## config.mk

```make
export PLATFORM = sky130hd
export DESIGN_NAME = pipelined_barrel_shifter_flat
export DESIGN_NICKNAME = d
export VERILOG_FILES = /design/src/rtl/pipelined_barrel_shifter_if.sv /design/src/rtl/pipelined_barrel_shifter.sv /design/src/flat_wrapper.sv
export SDC_FILE = /design/constraint.sdc
export NUM_CORES = 1
export LEC_CHECK = 0
export ABC_AREA = 0
export CAP_MARGIN = 40
export CORE_MARGIN = 2
export CORE_UTILIZATION = 44
export DETAILED_ROUTE_END_ITERATION = 7
export HOLD_SLACK_MARGIN = 0.08
export PLACE_DENSITY = 0.68
export SLEW_MARGIN = 20
export SYNTH_ARGS = -nofsm -noshare
export SYNTH_HDL_FRONTEND = slang
export SYNTH_SLANG_ARGS = --single-unit
```

## constraint.sdc

```tcl
create_clock -name clk -period 3.2 [get_ports clk]
set_clock_uncertainty 0.2 [all_clocks]
set_input_delay 0.64 -clock clk [delete_from_list [all_inputs] [get_ports clk]]
set_output_delay 0.64 -clock clk [all_outputs]
set_load 0.005 [all_outputs]
```

## src/rtl/pipelined_barrel_shifter_if.sv

```systemverilog
// Operand/result handshake bundle for pipelined_barrel_shifter.
// master drives operands and out_ready; slave is the shifter.
interface pipelined_barrel_shifter_if #(
  parameter int WIDTH = 16,
  parameter int SHW   = $clog2(WIDTH)
);
  logic             in_valid;
  logic             in_ready;
  logic [WIDTH-1:0] in_data;
  logic [SHW-1:0]   in_shamt;
  logic [1:0]       in_mode;
  logic             out_valid;
  logic             out_ready;
  logic [WIDTH-1:0] out_data;
  logic             out_zero;
  logic             out_carry;

  modport master (
    output in_valid, in_data, in_shamt, in_mode, out_ready,
    input  in_ready, out_valid, out_data, out_zero, out_carry
  );

  modport slave (
    input  in_valid, in_data, in_shamt, in_mode, out_ready,
    output in_ready, out_valid, out_data, out_zero, out_carry
  );
endinterface

```

## src/rtl/pipelined_barrel_shifter.sv

```systemverilog
// WIDTH-bit LSR/LSL/ASR/ROR shifter with one register stage per shift weight and valid/ready on both sides.
// Define BSH_FLAGS_EN to build the registered zero and carry flags; otherwise they are tied to 0.
module pipelined_barrel_shifter #(
  parameter  int WIDTH = 16,
  localparam int SHW   = $clog2(WIDTH)
) (
  input logic                       clk,
  input logic                       rst,
  pipelined_barrel_shifter_if.slave bus
);
  typedef enum logic [1:0] {
    MODE_LSR = 2'b00,
    MODE_LSL = 2'b01,
    MODE_ASR = 2'b10,
    MODE_ROR = 2'b11
  } mode_e;

  logic [SHW-1:0]   r_valid;
  logic [SHW:0]     w_ready;
  logic [SHW-1:0]   w_src_valid;
  logic [WIDTH-1:0] w_q_data  [SHW];
  logic [SHW-1:0]   w_q_shamt [SHW-1];
  logic [1:0]       w_q_mode  [SHW-1];
`ifdef BSH_FLAGS_EN
  logic             w_q_carry [SHW];
  logic             w_zero;
`endif

  // w_ready[i]: stage i may load this cycle (empty, or its contents move on).
  always_comb begin
    w_ready      = '0;
    w_ready[SHW] = bus.out_ready;
    for (int i = SHW - 1; i >= 0; i--) begin
      w_ready[i] = !r_valid[i] || w_ready[i+1];
    end
  end

  assign w_src_valid  = {r_valid[SHW-2:0], bus.in_valid};
  assign bus.in_ready = w_ready[0];

  // NOTE: sequential state uses <= only, so every stage samples its predecessor's pre-edge value.
  always_ff @(posedge clk) begin
    if (rst) begin
      r_valid <= '0;
    end else begin
      for (int i = 0; i < SHW; i++) begin
        if (w_ready[i]) r_valid[i] <= w_src_valid[i];
      end
    end
  end

  for (genvar k = 0; k < SHW; k++) begin : g_stage
    localparam int S = 1 << k;

    logic [WIDTH-1:0] w_src_data;
    logic [1:0]       w_src_mode;
    logic             w_en;
    logic             w_load;
    logic [WIDTH-1:0] w_shifted;
    logic [WIDTH-1:0] w_nxt_data;
    logic [WIDTH-1:0] r_data;

    if (k == 0) begin : g_head
      assign w_src_data = bus.in_data;
      assign w_src_mode = bus.in_mode;
      assign w_en       = bus.in_shamt[0];
    end else begin : g_body
      assign w_src_data = w_q_data[k-1];
      assign w_src_mode = w_q_mode[k-1];
      assign w_en       = w_q_shamt[k-1][k];
    end

    assign w_load = w_ready[k] && w_src_valid[k];

    // NOTE: w_shifted gets a default before the case, so no latch is inferred for unlisted modes.
    always_comb begin
      w_shifted = w_src_data >> S;
      case (mode_e'(w_src_mode))
        MODE_LSL: w_shifted = w_src_data << S;
        MODE_ASR: w_shifted = (w_src_data >> S) | ({WIDTH{w_src_data[WIDTH-1]}} << (WIDTH - S));
        MODE_ROR: w_shifted = (w_src_data >> S) | (w_src_data << (WIDTH - S));
        default:  w_shifted = w_src_data >> S;
      endcase
    end

    assign w_nxt_data = w_en ? w_shifted : w_src_data;

    // NOTE: payload registers are reset as well so out_data reads 0 after reset, never stale data.
    always_ff @(posedge clk) begin
      if (rst) begin
        r_data <= '0;
      end else if (w_load) begin
        r_data <= w_nxt_data;
      end
    end
    assign w_q_data[k] = r_data;

    if (k < SHW - 1) begin : g_ctl
      logic [SHW-1:0] w_src_shamt;
      logic [SHW-1:0] r_shamt;
      logic [1:0]     r_mode;

      if (k == 0) begin : g_in
        assign w_src_shamt = bus.in_shamt;
      end else begin : g_up
        assign w_src_shamt = w_q_shamt[k-1];
      end

      always_ff @(posedge clk) begin
        if (rst) begin
          r_shamt <= '0;
          r_mode  <= '0;
        end else if (w_load) begin
          r_shamt <= w_src_shamt;
          r_mode  <= w_src_mode;
        end
      end
      assign w_q_shamt[k] = r_shamt;
      assign w_q_mode[k]  = r_mode;
    end

`ifdef BSH_FLAGS_EN
    logic w_src_carry;
    logic w_out_bit;
    logic r_carry;

    if (k == 0) begin : g_c_head
      assign w_src_carry = 1'b0;
    end else begin : g_c_body
      assign w_src_carry = w_q_carry[k-1];
    end

    // The last bit leaving a right shift or rotate is bit S-1; a left shift loses bit WIDTH-S.
    assign w_out_bit = (mode_e'(w_src_mode) == MODE_LSL) ? w_src_data[WIDTH-S] : w_src_data[S-1];

    always_ff @(posedge clk) begin
      if (rst) begin
        r_carry <= 1'b0;
      end else if (w_load) begin
        r_carry <= w_en ? w_out_bit : w_src_carry;
      end
    end
    assign w_q_carry[k] = r_carry;

    if (k == SHW - 1) begin : g_zero
      logic r_zero;
      always_ff @(posedge clk) begin
        if (rst) begin
          r_zero <= 1'b0;
        end else if (w_load) begin
          r_zero <= (w_nxt_data == '0);
        end
      end
      assign w_zero = r_zero;
    end
`endif
  end

  assign bus.out_valid = r_valid[SHW-1];
  assign bus.out_data  = w_q_data[SHW-1];
`ifdef BSH_FLAGS_EN
  assign bus.out_zero  = w_zero;
  assign bus.out_carry = w_q_carry[SHW-1];
`else
  assign bus.out_zero  = 1'b0;
  assign bus.out_carry = 1'b0;
`endif
endmodule
```

## src/flat_wrapper.sv

```systemverilog
// flat-port wrapper written by rule: the top's interface ports become plain ports
module pipelined_barrel_shifter_flat 
#(
  parameter  int WIDTH = 16,
  localparam int SHW   = $clog2(WIDTH)
)
  (clk, rst, bus_in_valid, bus_in_data, bus_in_shamt, bus_in_mode, bus_out_ready, bus_in_ready, bus_out_valid, bus_out_data, bus_out_zero, bus_out_carry);
  pipelined_barrel_shifter_if #(.WIDTH(WIDTH)) bus_i ();
  input logic clk;
  input logic rst;
  input wire logic [$bits(bus_i.in_valid)-1:0] bus_in_valid;
  input wire logic [$bits(bus_i.in_data)-1:0] bus_in_data;
  input wire logic [$bits(bus_i.in_shamt)-1:0] bus_in_shamt;
  input wire logic [$bits(bus_i.in_mode)-1:0] bus_in_mode;
  input wire logic [$bits(bus_i.out_ready)-1:0] bus_out_ready;
  output wire logic [$bits(bus_i.in_ready)-1:0] bus_in_ready;
  output wire logic [$bits(bus_i.out_valid)-1:0] bus_out_valid;
  output wire logic [$bits(bus_i.out_data)-1:0] bus_out_data;
  output wire logic [$bits(bus_i.out_zero)-1:0] bus_out_zero;
  output wire logic [$bits(bus_i.out_carry)-1:0] bus_out_carry;
  assign bus_i.in_valid = bus_in_valid;
  assign bus_i.in_data = bus_in_data;
  assign bus_i.in_shamt = bus_in_shamt;
  assign bus_i.in_mode = bus_in_mode;
  assign bus_i.out_ready = bus_out_ready;
  assign bus_in_ready = bus_i.in_ready;
  assign bus_out_valid = bus_i.out_valid;
  assign bus_out_data = bus_i.out_data;
  assign bus_out_zero = bus_i.out_zero;
  assign bus_out_carry = bus_i.out_carry;
  pipelined_barrel_shifter #(.WIDTH(WIDTH)) u_core (.clk(clk), .rst(rst), .bus(bus_i));
endmodule
```

==> impl_metrics.yaml, run 1 <==
global_route:
  grt_overflow_total: 0
  grt_pass1_wl_microns: 15300
  antenna_found_initial: 0
  grt_pass1_vias: 3180
  gr-usage-all-layers_pct: 18.8
  grt_max_degree: 64
floorplanning:
  coreArea_sq_um: 8760
  io_pins: 46
  rows: 34
  die_w_microns: 99.4
  die_area_sq_um: 9880
  die_h_microns: 99.4
  initial_core_util_pct: 45.7
critical_path:
  crit_top_cell: "clkdlybuf4s50_1"
  critical_path_peak_fanout: 4
  critPathKind: "input port to output port"
  cpPeakStageDelay_ns: 0.51
  crit_path_end_kind: "output port"
  cpMaxStageDelayCell: "clkdlybuf4s50_1"
  worstPathCellList: "clkdlybuf4s50_1, and4b_1, nand2_1, clkdlybuf4s50_1"
  cp_num_buf_inv: 2
  arrival_ns: 2.00
  cp_top_family: "buffers and inverters"
  required_ns: 2.36
  start_kind: "input port"
detailed_routing:
  wl_per_cell_microns: 14.3
  wl_microns: 9120
  detail_route.iter0.violations: 203
  drc: 0
  num_vias: 3576
  antenna_left: 0
  dr.pass1.iters: 5
  via_per_inst: 5.61
cells_and_area:
  layout.nets: 551
  final_cell_mix: "nand2_1, dfxtp_1, nor2_1"
  num-fill-cells: 867
  syn_to_final_growth_pct: 16.4
  antennaDiodeCount: 0
  fin_area_sq_um: 4660
  final_common_cell: "nand2_1"
  final_util_pct: 53.2
  drive_gt1_share_pct: 7.92
timing:
  final_max_slew_viol_count: 0
  fin_setup_tns_ns: 0
  postLayoutSetupSlackWorst_ns: 0.358
  worst_pin_slew_ns: 0.775
  maxSlewHeadroom_pct: 48.4
  hold_viol: 0
  fin_crit_ns: 2.84
  rsz0062_at_grt: "false"
  fin_crit_sh_pct: 88.8
  setup_viol: 0
  fmax_mhz: 352
job:
  max_cap_viol_count: 0
clock_tree:
  cts_tree: "built"
  cts_made_buffers: 9
  root_buffer: "clkbuf_8"
  hold_buffers: 0
  cts_setup_buffers: 0
  cts.repair.resized: 0
  clk_path_buf_depth: 2
  ctsHtreeMaxLevel: 3
  clk_latency_ns: 0.35
  clock_sinks: 80
  clk_pin_slew_ns: 0.08
synth:
  ys_ff_latch: 80
  yosys.area.top_type_share_pct: 40.0
  synth_cell_types: 36
  synth_top_cell_by_area: "dfxtp_1"
  synth_seq_area_share_pct: 40.0
  yosys-top-cells-area: "dfxtp_1, nand2_1, mux2i_1, a21oi_1, a211o_1"
  synth.avg_cell_area_sq_um: 7.99
  ys_warn_count: 0
  syn-cell-area_sq_um: 4000
  synth_cells: 501
placement:
  port_buffers: 43
  dpl.hpwl_microns: 6520
  dp_slack_ns: 0.367
  routabilityCongestion: 0.840
  dpl_cell_area_sq_um: 4460
status:
  status: "completed"
pwr:
  p_leak_nw: 1.66
  p_per_area_nw_per_um2: 444
  total_power_mw: 2.07
  ir_drop_mv: 0.286
min_path:
  hp-class: "register to register"
kinds of logic (layout without fill, tap and decap cells):
logic type | after synthesis | after routing | share of synthesized area [%]
buffers and inverters | 49 | 77 | 6.09
other | 1 | 2 | 0.0937
DFF | 80 | 80 | 40.0
AOI/OAI and AO/OA | 138 | 138 | 24.5
and+or+nand+nor | 201 | 201 | 21.2
muxes | 32 | 32 | 8.06
through the flow:
step | hold WS (ns) | std cells
finish | 0.254 | 638
CTS | 0.251 | 638
detailed placement | 0.243 | 622
global placement | 0.242 | 620
floorplan | 0.232 | 502
global route | 0.265 | 638
synth_stat cells, drive strengths merged:
master  count
a211o      26
a211oi      3
a21boi      1
a21oi      64
a221oi      8
a311o       8
a311oi      7
a32oi       2
and4b       1
buf        20
clkbuf     23
clkinv      1
conb        1
dfxtp      80
inv         5
mux2        2
mux2i      30
nand2      98
nand2b      4
nand3       8
nand3b      3
nand4b      1
nor2       57
nor2b      14
nor3       15
o211ai      7
o21ai       6
o221ai      4
o22ai       1
o41ai       1
state kept, by name (all words and copies together) (netlist names):
name and cells:
u_core.r_valid 4, u_core.g_stage.g_ctl.r_shamt 6, u_core.g_stage.r_data 48, u_core.bus.out_data 16, u_core.g_stage.g_ctl.r_mode 6
path summary, 6_finish.rpt:
kind | to | start | cells past startpoint | slack [ns]
worst max-delay path | bus_in_ready | bus_out_ready | 4 | 0.36
worst min-delay path | u_core.g_stage[1].g_ctl.r_shamt[3] | u_core.g_stage[0].g_ctl.r_shamt[3] | 2 | 0.25
worst max register to register | u_core.g_stage[1].r_data[8] | u_core.g_stage[0].g_ctl.r_mode[1] | 4 | 1.18
worst min register to register | u_core.g_stage[1].g_ctl.r_shamt[3] | u_core.g_stage[0].g_ctl.r_shamt[3] | 2 | 0.25
layout make-up:
| class | instances | area [sq um] | area share [%] |
|---|---|---|---|
| clock inverter | 7 | 78.8 | 1.69 |
| sequential | 80 | 1600 | 34.4 |
| timing repair buffer | 55 | 536 | 11.5 |
| tap | 108 | 135 | 2.90 |
| inverter | 6 | 22.5 | 0.483 |
| clock buffer | 9 | 124 | 2.66 |
| multi-input combinational | 373 | 2160 | 46.4 |
power by group:
| part | switching (mW) | total, mW | internal (mW) |
|---|---|---|---|
| Sequential | 0.0405 | 1.07 | 1.03 |
| Combinational | 0.127 | 0.243 | 0.116 |
| Clock | 0.386 | 0.753 | 0.367 |
metal layers:
metal / GRT usage [%] / share of wire (%) / up-vias
met4: 4.53 / 0.99 / 0
met2: 32.1 / 48 / 74
met1: 24.3 / 47 / 1675
met3: 4.29 / 3.8 / 7
li1: - / - / 1820
met5: 0 / 0 / -
worst register-to-register path: stages, from the launching register on:
cell and delay (ns):
dfxtp_1 0.46, nand2b_1 0.66, mux2i_1 0.17, a211o_1 0.34
a21oi_2 0.12
(Power assumes the default switching activity.)
==> inputs of run 2 (changes only) <==
CELL_PAD_IN_SITES_DETAIL_PLACEMENT = 1   (was default)
CELL_PAD_IN_SITES_GLOBAL_PLACEMENT = 2   (was default)
CORE_UTILIZATION = 36   (was 44)
PLACE_DENSITY = 0.88   (was 0.68)
==> impl_metrics.yaml, run 2 (synthesis gave the netlist of run 1 again) <==
timing:
  fin_crit_ns: 2.82
  rsz0062_at_grt: "false"
  worst_pin_slew_ns: 0.771
  setup_viol: 0
  hold_viol: 0
  fin_setup_tns_ns: 0
  fmax_mhz: 354
  fin_crit_sh_pct: 88.3
  final_max_slew_viol_count: 0
  maxSlewHeadroom_pct: 48.6
  postLayoutSetupSlackWorst_ns: 0.376
cells_and_area:
  syn_to_final_growth_pct: 18.2
  layout.nets: 551
  largest_register_ffs: 48
  regMostFlops: "u_core.g_stage.r_data"
  final_common_cell: "nand2_1"
  drive_gt1_share_pct: 7.92
  final_cell_mix: "nand2_1, dfxtp_1, nor2_1"
  antennaDiodeCount: 0
pwr:
  switchingPower_uw: 552
  sw_frac_of_total_pct: 25.5
  p_comb_share_pct: 11.5
  p_int_mw: 1.61
  power.share.sequential_pct: 49.5
  ir_drop_mv: 0.194
  clockPowerShare_pct: 39.0
  p_leak_nw: 1.69
  p_per_area_nw_per_um2: 458
detailed_routing:
  antenna_left: 0
  met2WireLength_microns: 5030
  via_per_inst: 5.41
  num_vias: 3623
  detail_route.iter0.violations: 108
  met1_length_microns: 4480
  wl_microns: 10000
  routed.top_layer: "met4"
  drc: 0
  wl_met3_microns: 262
  wl_per_cell_microns: 15.0
  dr.pass1.iters: 4
global_route:
  antenna_found_initial: 0
  gr-usage-all-layers_pct: 17.8
  grt_pass1_vias: 3539
  grt_pass1_wl_microns: 16900
  grt_overflow_total: 0
  grt_max_degree: 46
placement:
  dpl.hpwl_microns: 7370
  dp_slack_ns: 0.372
  port_buffers: 43
  routabilityCongestion: 0.812
status:
  status: "completed"
critical_path:
  cpMaxStageDelayCell: "clkdlybuf4s50_1"
  cp.depth: 4
  worstPathCellList: "clkdlybuf4s50_1, and4b_1, nand2_1, clkdlybuf4s50_1"
  rr_worst_depth: 4
  r2r_start: "u_core.g_stage[0].g_ctl.r_mode[1]"
  r2r_setup_slack_ns: 1.13
  critical_path_peak_fanout: 4
  critPathKind: "input port to output port"
  start_kind: "input port"
  crit_path_end: "bus_in_ready"
  timing.rr.end: "u_core.g_stage[1].r_data[13]"
  required_ns: 2.36
  cp_top_family: "buffers and inverters"
  crit_path_end_kind: "output port"
  crit_top_cell: "clkdlybuf4s50_1"
  cp_num_buf_inv: 2
  arrival_ns: 1.98
  cpPeakStageDelay_ns: 0.50
  crit_start: "bus_out_ready"
clock_tree:
  ctsHtreeMaxLevel: 3
  clk_path_buf_depth: 2
  clk_latency_ns: 0.35
  cts_setup_buffers: 0
  root_buffer: "clkbuf_8"
  cts_tree: "built"
  cts_made_buffers: 9
  hold_buffers: 0
  clk_pin_slew_ns: 0.09
  cts.repair.resized: 0
  clock_sinks: 80
floorplanning:
  die_area_sq_um: 12000
  coreArea_sq_um: 10800
  die_h_microns: 109
  die_w_microns: 109
  rows: 38
  io_pins: 46
  initial_core_util_pct: 36.9
job:
  max_cap_viol_count: 0
min_path:
  hold_path_depth: 2
  hp-class: "register to register"
## run 2: cell count changes in the layout (fill, tap and decap cells not counted)
| cell | previous run | this run |
|---|---|---|
| clkinv_2 | 0 | 1 |
| inv_6 | 2 | 1 |
| clkinvlp_4 | 3 | 0 |
| buf_8 | 1 | 0 |
| clkbuf_8 | 9 | 10 |
| clkinv_4 | 1 | 2 |
| bufinv_16 | 1 | 2 |
| buf_12 | 1 | 2 |
## run 2: worst min-delay path by stage
stage / to / start / slack (ns)
6_report: u_core.bus.out_data[13] / u_core.bus.out_data[13] / 0.25
5_1_grt: u_core.bus.out_data[13] / u_core.bus.out_data[13] / 0.27
4_1_cts: u_core.bus.out_data[13] / u_core.bus.out_data[13] / 0.26
3_5_place_dp: u_core.bus.out_data[13] / u_core.bus.out_data[13] / 0.25
3_3_place_gp: u_core.bus.out_data[8] / u_core.bus.out_data[8] / 0.24
2_1_floorplan: u_core.g_stage[1].g_ctl.r_shamt[3] / u_core.g_stage[0].g_ctl.r_shamt[3] / 0.23
## run 2: through the flow
step / utilization (%) / cells / hold slack (ns) / power [mW] / cell area, sq um
2_1_floorplan: - / 502 / 0.232 / 1.26 / 4010
3_3_place_gp: 41.3 / 653 / 0.243 / 1.33 / 4480
3_5_place_dp: 41.3 / 653 / 0.247 / 1.34 / 4480
4_1_cts: 43.5 / 669 / 0.260 / 2.18 / 4710
5_1_grt: 43.6 / 670 / 0.273 / 2.26 / 4730
6_report: 43.6 / 670 / 0.254 / 2.17 / 4730
## run 2: cell type report
cell class	instances	area [sq um]
clock buffer	10	138
tap	140	175
fill	1345	6110
clock inverter	6	91.3
timing repair buffer	55	541
multi-input combinational	373	2160
inverter	6	22.5
sequential	80	1600
## run 2: power groups by stage
stage	registers, mW	clock network, mW	logic [mW]
CTS	1.07	0.863	0.248
detailed placement	1.10	0	0.246
global route	1.08	0.906	0.278
floorplan	1.08	0	0.173
global placement	1.10	0	0.237
finish	1.07	0.845	0.248
## run 2: per-layer routing
layer,GRT usage [%],vias to the layer above
li1,-,1821
met1,21.1,1728
met2,31.7,56
met3,2.25,18
met4,8.05,0
met5,0,-
## run 2: tightest hold or removal path, delay by kind of cell, from the launching register on
kind	cells	cell delay, ns
flops	1	0.32
simple gates	1	0.05
compound gates	1	0.05
